**config.mk**
```make
export PLATFORM = sky130hd
export DESIGN_NAME = aes_job_arbiter_flat
export DESIGN_NICKNAME = d
export VERILOG_FILES = /design/src/rtl/aes_job_arbiter_if.sv /design/src/rtl/aes_job_arbiter.sv /design/src/flat_wrapper.sv
export SDC_FILE = /design/constraint.sdc
export NUM_CORES = 1
export LEC_CHECK = 0
export BUFFER_PORTS_ARGS = -buffer_cell sky130_fd_sc_hd__buf_2
export CORE_AREA = 3 3 355 357
export DETAILED_ROUTE_END_ITERATION = 10
export DIE_AREA = 0 0 358 360
export PLACE_DENSITY_LB_ADDON = 0.15
export SYNTH_ARGS = -nofsm -noshare
export SYNTH_HDL_FRONTEND = slang
export SYNTH_SLANG_ARGS = --single-unit
```
**constraint.sdc**
```tcl
create_clock -name clk -period 6.3 [get_ports clk]
set_clock_uncertainty 0.15 [all_clocks]
set_input_delay 0.63 -clock clk [delete_from_list [all_inputs] [get_ports clk]]
set_output_delay 0.63 -clock clk [all_outputs]
set_load 0.05 [all_outputs]
```
**src/rtl/aes_job_arbiter_if.sv**
```systemverilog
`default_nettype none
// ============================================================================
// Module   : aes_job_arbiter_if
// Brief    : Requester, engine and response stream bundle for aes_job_arbiter.
// Revision : 1.0
// ============================================================================
interface aes_job_arbiter_if #(
    parameter int N_REQ      = 4,
    parameter int DATA_WIDTH = 128
);
    logic [N_REQ-1:0]            req_tvalid;
    logic [N_REQ-1:0]            req_tready;
    logic [N_REQ*DATA_WIDTH-1:0] req_tdata;
    logic [N_REQ-1:0]            req_tlast;

    logic                        eng_tvalid;
    logic                        eng_tready;
    logic [DATA_WIDTH-1:0]       eng_tdata;
    logic                        eng_tlast;

    logic                        rsp_in_tvalid;
    logic                        rsp_in_tready;
    logic [DATA_WIDTH-1:0]       rsp_in_tdata;
    logic                        rsp_in_tlast;

    logic [N_REQ-1:0]            rsp_out_tvalid;
    logic [N_REQ-1:0]            rsp_out_tready;
    logic [DATA_WIDTH-1:0]       rsp_out_tdata;
    logic                        rsp_out_tlast;

    // Arbiter side
    modport slave (
        input  req_tvalid, req_tdata, req_tlast, eng_tready,
               rsp_in_tvalid, rsp_in_tdata, rsp_in_tlast, rsp_out_tready,
        output req_tready, eng_tvalid, eng_tdata, eng_tlast,
               rsp_in_tready, rsp_out_tvalid, rsp_out_tdata, rsp_out_tlast
    );

    // Requester / engine side
    modport master (
        output req_tvalid, req_tdata, req_tlast, eng_tready,
               rsp_in_tvalid, rsp_in_tdata, rsp_in_tlast, rsp_out_tready,
        input  req_tready, eng_tvalid, eng_tdata, eng_tlast,
               rsp_in_tready, rsp_out_tvalid, rsp_out_tdata, rsp_out_tlast
    );
endinterface
`default_nettype wire

```
**src/rtl/aes_job_arbiter.sv**
```systemverilog
`default_nettype none
// ============================================================================
// Module   : aes_job_arbiter
// Brief    : Per-job round-robin arbiter sharing one AES controller among
//            N_REQ streams; a tag FIFO routes results back in grant order.
//            Optional macro AES_ARB_CH0_PRIO_EN gives requester 0 priority.
// Revision : 1.0
// ============================================================================
module aes_job_arbiter #(
    parameter int N_REQ      = 4,
    parameter int DATA_WIDTH = 128,
    parameter int TAG_DEPTH  = 8
) (
    input  wire logic              clk,
    input  wire logic              reset,
    aes_job_arbiter_if.slave       bus,
    output logic [$clog2(N_REQ)-1:0] grant_id,
    output logic                   busy
);
    localparam int c_GW = $clog2(N_REQ);
    localparam int c_AW = $clog2(TAG_DEPTH);
    localparam int c_CW = c_AW + 1;

    typedef enum logic [1:0] {
        S_IDLE = 2'd0,
        S_ARB  = 2'd1,
        S_PASS = 2'd2
    } state_t;

    state_t            r_state;
    state_t            w_state_nxt;
    logic [c_GW-1:0]   r_grant;
    logic [c_GW-1:0]   r_rr_ptr;
    logic [c_GW-1:0]   w_winner;
    logic [c_GW-1:0]   w_rr_nxt;
    logic              w_found;
    logic              w_prio_win;
    logic [N_REQ-1:0]  w_others;

    logic [c_GW-1:0]   r_tag_mem [TAG_DEPTH];
    logic [c_AW-1:0]   r_wr_ptr;
    logic [c_AW-1:0]   r_rd_ptr;
    logic [c_CW-1:0]   r_count;
    logic              w_full;
    logic              w_empty;
    logic              w_push;
    logic              w_pop;
    logic [c_GW-1:0]   w_head;

    assign w_full   = (r_count == c_CW'(TAG_DEPTH));
    assign w_empty  = (r_count == '0);
    assign w_head   = r_tag_mem[r_rd_ptr];
    assign w_others = bus.req_tvalid & ~(N_REQ'(1) << r_grant);
    assign w_rr_nxt = (w_winner == c_GW'(N_REQ - 1)) ? '0 : w_winner + 1'b1;

    // Winner search starting at rr_ptr; with priority enabled, requester 0
    // short-circuits the search and leaves rr_ptr untouched.
    always_comb begin : p_arb_search
        int idx;
        w_found    = 1'b0;
        w_winner   = '0;
        w_prio_win = 1'b0;
`ifdef AES_ARB_CH0_PRIO_EN
        w_prio_win = bus.req_tvalid[0];
`endif
        if (w_prio_win) begin
            w_found  = 1'b1;
            w_winner = '0;
        end else begin
            for (int k = 0; k < N_REQ; k++) begin
                idx = int'(r_rr_ptr) + k;
                if (idx >= N_REQ) begin
                    idx = idx - N_REQ;
                end
                if (!w_found && bus.req_tvalid[c_GW'(idx)]) begin
                    w_found  = 1'b1;
                    w_winner = c_GW'(idx);
                end
            end
        end
    end

    always_comb begin : p_fsm_comb
        w_state_nxt    = r_state;
        w_push         = 1'b0;
        bus.req_tready = '0;
        bus.eng_tvalid = 1'b0;
        bus.eng_tdata  = '0;
        bus.eng_tlast  = 1'b0;
        case (r_state)
            S_IDLE: begin
                if ((|bus.req_tvalid) && !w_full) begin
                    w_state_nxt = S_ARB;
                end
            end
            S_ARB: begin
                if (w_found) begin
                    w_push      = 1'b1;
                    w_state_nxt = S_PASS;
                end else begin
                    w_state_nxt = S_IDLE;
                end
            end
            S_PASS: begin
                bus.eng_tvalid          = bus.req_tvalid[r_grant];
                bus.eng_tdata           = bus.req_tdata[r_grant*DATA_WIDTH +: DATA_WIDTH];
                bus.eng_tlast           = bus.req_tlast[r_grant];
                bus.req_tready[r_grant] = bus.eng_tready;
                if (bus.req_tvalid[r_grant] && bus.eng_tready && bus.req_tlast[r_grant]) begin
                    w_state_nxt = ((|w_others) && !w_full) ? S_ARB : S_IDLE;
                end
            end
            default: w_state_nxt = S_IDLE;
        endcase
    end

    always_ff @(posedge clk) begin
        if (reset) begin
            r_state  <= S_IDLE;
            r_grant  <= '0;
            r_rr_ptr <= '0;
            r_wr_ptr <= '0;
            r_rd_ptr <= '0;
            r_count  <= '0;
        end else begin
            r_state <= w_state_nxt;
            if (w_push) begin
                r_grant  <= w_winner;
                r_wr_ptr <= r_wr_ptr + 1'b1;
                if (!w_prio_win) begin
                    r_rr_ptr <= w_rr_nxt;
                end
            end
            if (w_pop) begin
                r_rd_ptr <= r_rd_ptr + 1'b1;
            end
            case ({w_push, w_pop})
                2'b10:   r_count <= r_count + 1'b1;
                2'b01:   r_count <= r_count - 1'b1;
                default: r_count <= r_count;
            endcase
        end
    end

    always_ff @(posedge clk) begin
        if (w_push) begin
            r_tag_mem[r_wr_ptr] <= w_winner;
        end
    end

    // Result routing follows the FIFO head, independent of the FSM.
    always_comb begin : p_rsp_route
        bus.rsp_out_tvalid = '0;
        bus.rsp_in_tready  = 1'b0;
        if (!w_empty) begin
            bus.rsp_out_tvalid[w_head] = bus.rsp_in_tvalid;
            bus.rsp_in_tready          = bus.rsp_out_tready[w_head];
        end
    end

    assign w_pop             = bus.rsp_in_tvalid && bus.rsp_in_tready && bus.rsp_in_tlast;
    assign bus.rsp_out_tdata = bus.rsp_in_tdata;
    assign bus.rsp_out_tlast = bus.rsp_in_tlast;
    assign grant_id          = r_grant;
    assign busy              = (r_state == S_PASS) || !w_empty;

endmodule
`default_nettype wire

```
**src/flat_wrapper.sv**
```systemverilog
// flat-port wrapper written by rule: the top's interface ports become plain ports
module aes_job_arbiter_flat 
#(
    parameter int N_REQ      = 4,
    parameter int DATA_WIDTH = 128,
    parameter int TAG_DEPTH  = 8
)
  (clk, reset, grant_id, busy, bus_req_tvalid, bus_req_tdata, bus_req_tlast, bus_eng_tready, bus_rsp_in_tvalid, bus_rsp_in_tdata, bus_rsp_in_tlast, bus_rsp_out_tready, bus_req_tready, bus_eng_tvalid, bus_eng_tdata, bus_eng_tlast, bus_rsp_in_tready, bus_rsp_out_tvalid, bus_rsp_out_tdata, bus_rsp_out_tlast);
  aes_job_arbiter_if #(.N_REQ(N_REQ), .DATA_WIDTH(DATA_WIDTH)) bus_i ();
  input  wire logic clk;
  input  wire logic reset;
  output logic [$clog2(N_REQ)-1:0] grant_id;
  output logic busy;
  input wire logic [$bits(bus_i.req_tvalid)-1:0] bus_req_tvalid;
  input wire logic [$bits(bus_i.req_tdata)-1:0] bus_req_tdata;
  input wire logic [$bits(bus_i.req_tlast)-1:0] bus_req_tlast;
  input wire logic [$bits(bus_i.eng_tready)-1:0] bus_eng_tready;
  input wire logic [$bits(bus_i.rsp_in_tvalid)-1:0] bus_rsp_in_tvalid;
  input wire logic [$bits(bus_i.rsp_in_tdata)-1:0] bus_rsp_in_tdata;
  input wire logic [$bits(bus_i.rsp_in_tlast)-1:0] bus_rsp_in_tlast;
  input wire logic [$bits(bus_i.rsp_out_tready)-1:0] bus_rsp_out_tready;
  output wire logic [$bits(bus_i.req_tready)-1:0] bus_req_tready;
  output wire logic [$bits(bus_i.eng_tvalid)-1:0] bus_eng_tvalid;
  output wire logic [$bits(bus_i.eng_tdata)-1:0] bus_eng_tdata;
  output wire logic [$bits(bus_i.eng_tlast)-1:0] bus_eng_tlast;
  output wire logic [$bits(bus_i.rsp_in_tready)-1:0] bus_rsp_in_tready;
  output wire logic [$bits(bus_i.rsp_out_tvalid)-1:0] bus_rsp_out_tvalid;
  output wire logic [$bits(bus_i.rsp_out_tdata)-1:0] bus_rsp_out_tdata;
  output wire logic [$bits(bus_i.rsp_out_tlast)-1:0] bus_rsp_out_tlast;
  assign bus_i.req_tvalid = bus_req_tvalid;
  assign bus_i.req_tdata = bus_req_tdata;
  assign bus_i.req_tlast = bus_req_tlast;
  assign bus_i.eng_tready = bus_eng_tready;
  assign bus_i.rsp_in_tvalid = bus_rsp_in_tvalid;
  assign bus_i.rsp_in_tdata = bus_rsp_in_tdata;
  assign bus_i.rsp_in_tlast = bus_rsp_in_tlast;
  assign bus_i.rsp_out_tready = bus_rsp_out_tready;
  assign bus_req_tready = bus_i.req_tready;
  assign bus_eng_tvalid = bus_i.eng_tvalid;
  assign bus_eng_tdata = bus_i.eng_tdata;
  assign bus_eng_tlast = bus_i.eng_tlast;
  assign bus_rsp_in_tready = bus_i.rsp_in_tready;
  assign bus_rsp_out_tvalid = bus_i.rsp_out_tvalid;
  assign bus_rsp_out_tdata = bus_i.rsp_out_tdata;
  assign bus_rsp_out_tlast = bus_i.rsp_out_tlast;
  aes_job_arbiter #(.N_REQ(N_REQ), .DATA_WIDTH(DATA_WIDTH), .TAG_DEPTH(TAG_DEPTH)) u_core (.clk(clk), .reset(reset), .bus(bus_i), .grant_id(grant_id), .busy(busy));
endmodule
```
==> impl.org <==
** Outcome
- The flow ran to the end, and the final reports show no timing, DRC or antenna violations.

** STA
- The clock period could shrink to 3.693 ns.
- Dividing the final minimum period by the clock period gives 0.5862.
- Unrepaired setup endpoints after global routing :: no
- Measured against its own limit, the worst slew margin works out to 0.2390.
- For the pin with the worst max-slew slack, the measured transition is 1.142 ns.
- Highest clock frequency the design can meet :: 270.8 MHz
- Final Max Slew Viols :: 0
- Setup TNS after final layout :: 0 ns
- Setup violations remaining at the end of the flow were counted as 0.
- The count of final hold-check violations is 0.

** Clocking
- Number of gates resized after cts :: 0
- Number of clock sinks :: 35
- The clock passes through at most 2 buffers.
- The tree is rooted in a clkbuf_16.
- After clock tree synthesis, the clock-pin slew on the worst setup and hold paths is 0.06 ns.
- The later pin in the worst-skew pair is clocked with a latency of 0.28 ns.
- CTS H-tree depth :: 2
- Once the clock tree was built, the setup fixing pass inserted 0 buffers.
- TritonCTS clock tree :: done
- After clock tree synthesis, the flow added hold-fix buffers numbering 0.
- Number of clock buffers inserted by TritonCTS :: 5

** Die
- Die height :: 360 um
- The initial utilization of the core area, before any placement, comes to 0.05431.
- Std-Cell Core Area :: 123300 um^2
- In this run the horizontal extent of the chip is 358 um.
- The die covers 128900 um^2.
- Standard-cell row count :: 129
- In this run the count of I/O pins placed on the die edge is 928.

** Final layout
- Footprint of the flip-flops and latches :: 868.3 um^2
- Design area :: 11220 um^2
- Area of the multi-input gates :: 4642 um^2
- Of the cells placed in the final design, the portion with a size suffix greater than 1 is 0.7489.
- Signed area change from the synthesized netlist to the final layout :: 67.57%
- Final net count :: 1772
- Leaving out fill and tap cells, the most frequent cell in the layout is buf_2.
- The layout has 14410 filler cells.
- In the layout the commonest cells are buf_2 (671), mux4_2 (134), and2_1 (130).

** Logic synthesis
- Counting every net in the synthesized netlist gives 1269.
- Yosys warns :: 0
- Flop and latch count out of synthesis :: 35
- After synthesis, the share of flip-flops with an asynchronous set or reset is 0.
- A synthesized cell averages 11.03 um^2.
- Primary FF master, synth :: dfxtp_1
- Yosys mapped the design onto 46 distinct sky130hd cell types.
- In this run, synthesis inferred 16 flip-flops with an integrated enable.
- Total standard cell area after synthesis :: 6698 um^2
- Share of the yosys chip area belonging to registers :: 0.1285
- Synthesized instance count :: 607

** Worst hold path
- The worst hold path passes through 2 cells.
- The worst hold path begins at u_core.r_rd_ptr[1]$_SDFFE_PP0P_.
- Worst min path class :: reg -> reg
- Hold worst-path end :: u_core.r_rd_ptr[1]$_SDFFE_PP0P_

** Critical path
- The endpoint identified for the worst register-to-register timing path is u_core.r_count[2]$_SDFFE_PP0P_.
- In this run the register-to-register setup slack is 2.61 ns.
- Largest fanout of any net on the critical path :: 6
- Worst setup EP type :: flop
- Critical Path Source Type :: flop
- Endpoint arrival time on the critical path :: 3.76 ns
- Worst endpoint required time :: 6.37 ns
- For the worst flop-to-flop path, the logic depth is 11.
- The setup path with the least slack is of type reg -> reg.

** Global routing
- Aggregate global routing overflow :: 0
- The first global-routing pass estimated 65860 um of wire.
- The number of global-route vias before repair came to 7910.
- Antenna violations before repair :: 40
- Largest net degree at the start of global routing :: 107
- In the global route stage, overall resource usage came out at 0.07357.

** Placed design
- The placed instances occupy a cell area of 11020 um^2.
- Routability-driven placement finished with a final weighted congestion of 0.8850.
- In this run the tool buffered the top-level ports with 671 buffer cells.
- Placed wire-length estimate :: 46060 um

** Route
- Remaining antenna violation count after routing :: 0
- The final route contains 7388 vias.
- The first TritonRoute pass finished after 5 iterations.
- For this run, design rule violations remaining after detail routing come to 0.
- The first routing iteration left 465 violations.
- Wires add up to 51510 um.
- Dividing the detail-routed via count by the number of cells gives 2.676.
- Dividing the detail-routed wire length by the instance count gives 18.66 um.

** Power and ir drop
- Max VDD drop :: 0.1110 mV
- Summed over all cells, the static leakage comes to 4.647 nW.
- Dividing total power by cell area gives a power density of 137.6 nW/um^2.

** Job
- Maxcap violations :: 0
-- cells in the mapped netlist (all sizes together), types with 5 or more instances --
library cell  instances  area share
edfxtp               16       0.072
mux2i                 5      0.0075
a21oi                12      0.0090
nor2                 20       0.011
nand2b                7      0.0065
dfxtp                19       0.057
mux4                134        0.45
mux2                  8       0.015
nor2b                 7      0.0065
inv                   5      0.0028
buf                 157        0.16
ha                    5      0.0093
nand2                14      0.0078
and2                130        0.12
nor3                  9      0.0067
clkbuf               24       0.013
-- critical path, stage by stage, from the launching register on --
cell,delay [ns]
dfxtp_1,0.53
mux4_2,0.57
mux2_4,0.31
mux4_2,0.50
and3_4,0.24
ha_1,0.26
xor2_1,0.16
ha_1,0.19
a21oi_1,0.14
xor2_1,0.09
or3_1,0.31
a21oi_1,0.15
-- cells by family after synthesis --
family	after synthesis	share of synthesized area
AOI/OAI and AO/OA	25	0.02279
xor gates and xnor gates	6	0.007846
adders and majority gates	6	0.01084
buffers and inverters	186	0.1795
DFF	35	0.1285
muxes	147	0.4732
and+or+nand+nor	202	0.1773
-- metal layers --
layer | track usage | vias to the layer above | wire length [um]
met4 | 0.01498 | 14 | 988
met5 | 0.003704 | - | 102
met3 | 0.02964 | 108 | 5858
met1 | 0.07883 | 3565 | 18520
li1 | - | 3169 | -
met2 | 0.1345 | 532 | 26040
-- stage by stage --
step	util	hold WS [ns]	setup WS (ns)	cells	total power, W
after global placement	0.08935	0.3809	2.507	2740	0.001277
final	0.09101	0.3568	2.607	2761	0.001544
after CTS	0.09075	0.3579	2.550	2748	0.001581
after global routing	0.09085	0.3731	2.440	2753	0.001641
after detailed placement	0.08935	0.3443	2.573	2740	0.001280
after floorplan	-	0.3182	2.924	607	0.001111
-- worst max-delay path by stage --
| stage | from | to |
|---|---|---|
| 6_report | flop | u_core.r_count[2]$_SDFFE_PP0P_ |
| 5_1_grt | flop | u_core.r_count[2]$_SDFFE_PP0P_ |
| 4_1_cts | flop | u_core.r_count[2]$_SDFFE_PP0P_ |
| 3_5_place_dp | flop | u_core.r_count[2]$_SDFFE_PP0P_ |
| 3_3_place_gp | flop | u_core.r_count[2]$_SDFFE_PP0P_ |
| 2_1_floorplan | u_core.grant_id[0]$_SDFFE_PP0P_ | bus_req_tready[1] |
-- report_power, final --
group | internal, W | leakage (nW) | switching (W) | total, W
combinational | 0.000403 | 4.26 | 0.000555 | 0.000958
clock | 0.000189 | 0.0845 | 0.000108 | 0.000297
sequential | 0.000255 | 0.302 | 0.0000341 | 0.000289
total | 0.000847 | 4.65 | 0.000697 | 0.00154
-- area by class of cell --
cell class	instances	share of cell area
diodes	13	0.002899
clock buffers	5	0.01115
clock inverters	3	0.004236
inverters	5	0.001672
multi-input cells	386	0.4136
flip-flops and latches	35	0.07737
well taps	1637	0.1825
repair buffers	677	0.3066
Note: power is estimated with default switching activity, not from simulation.
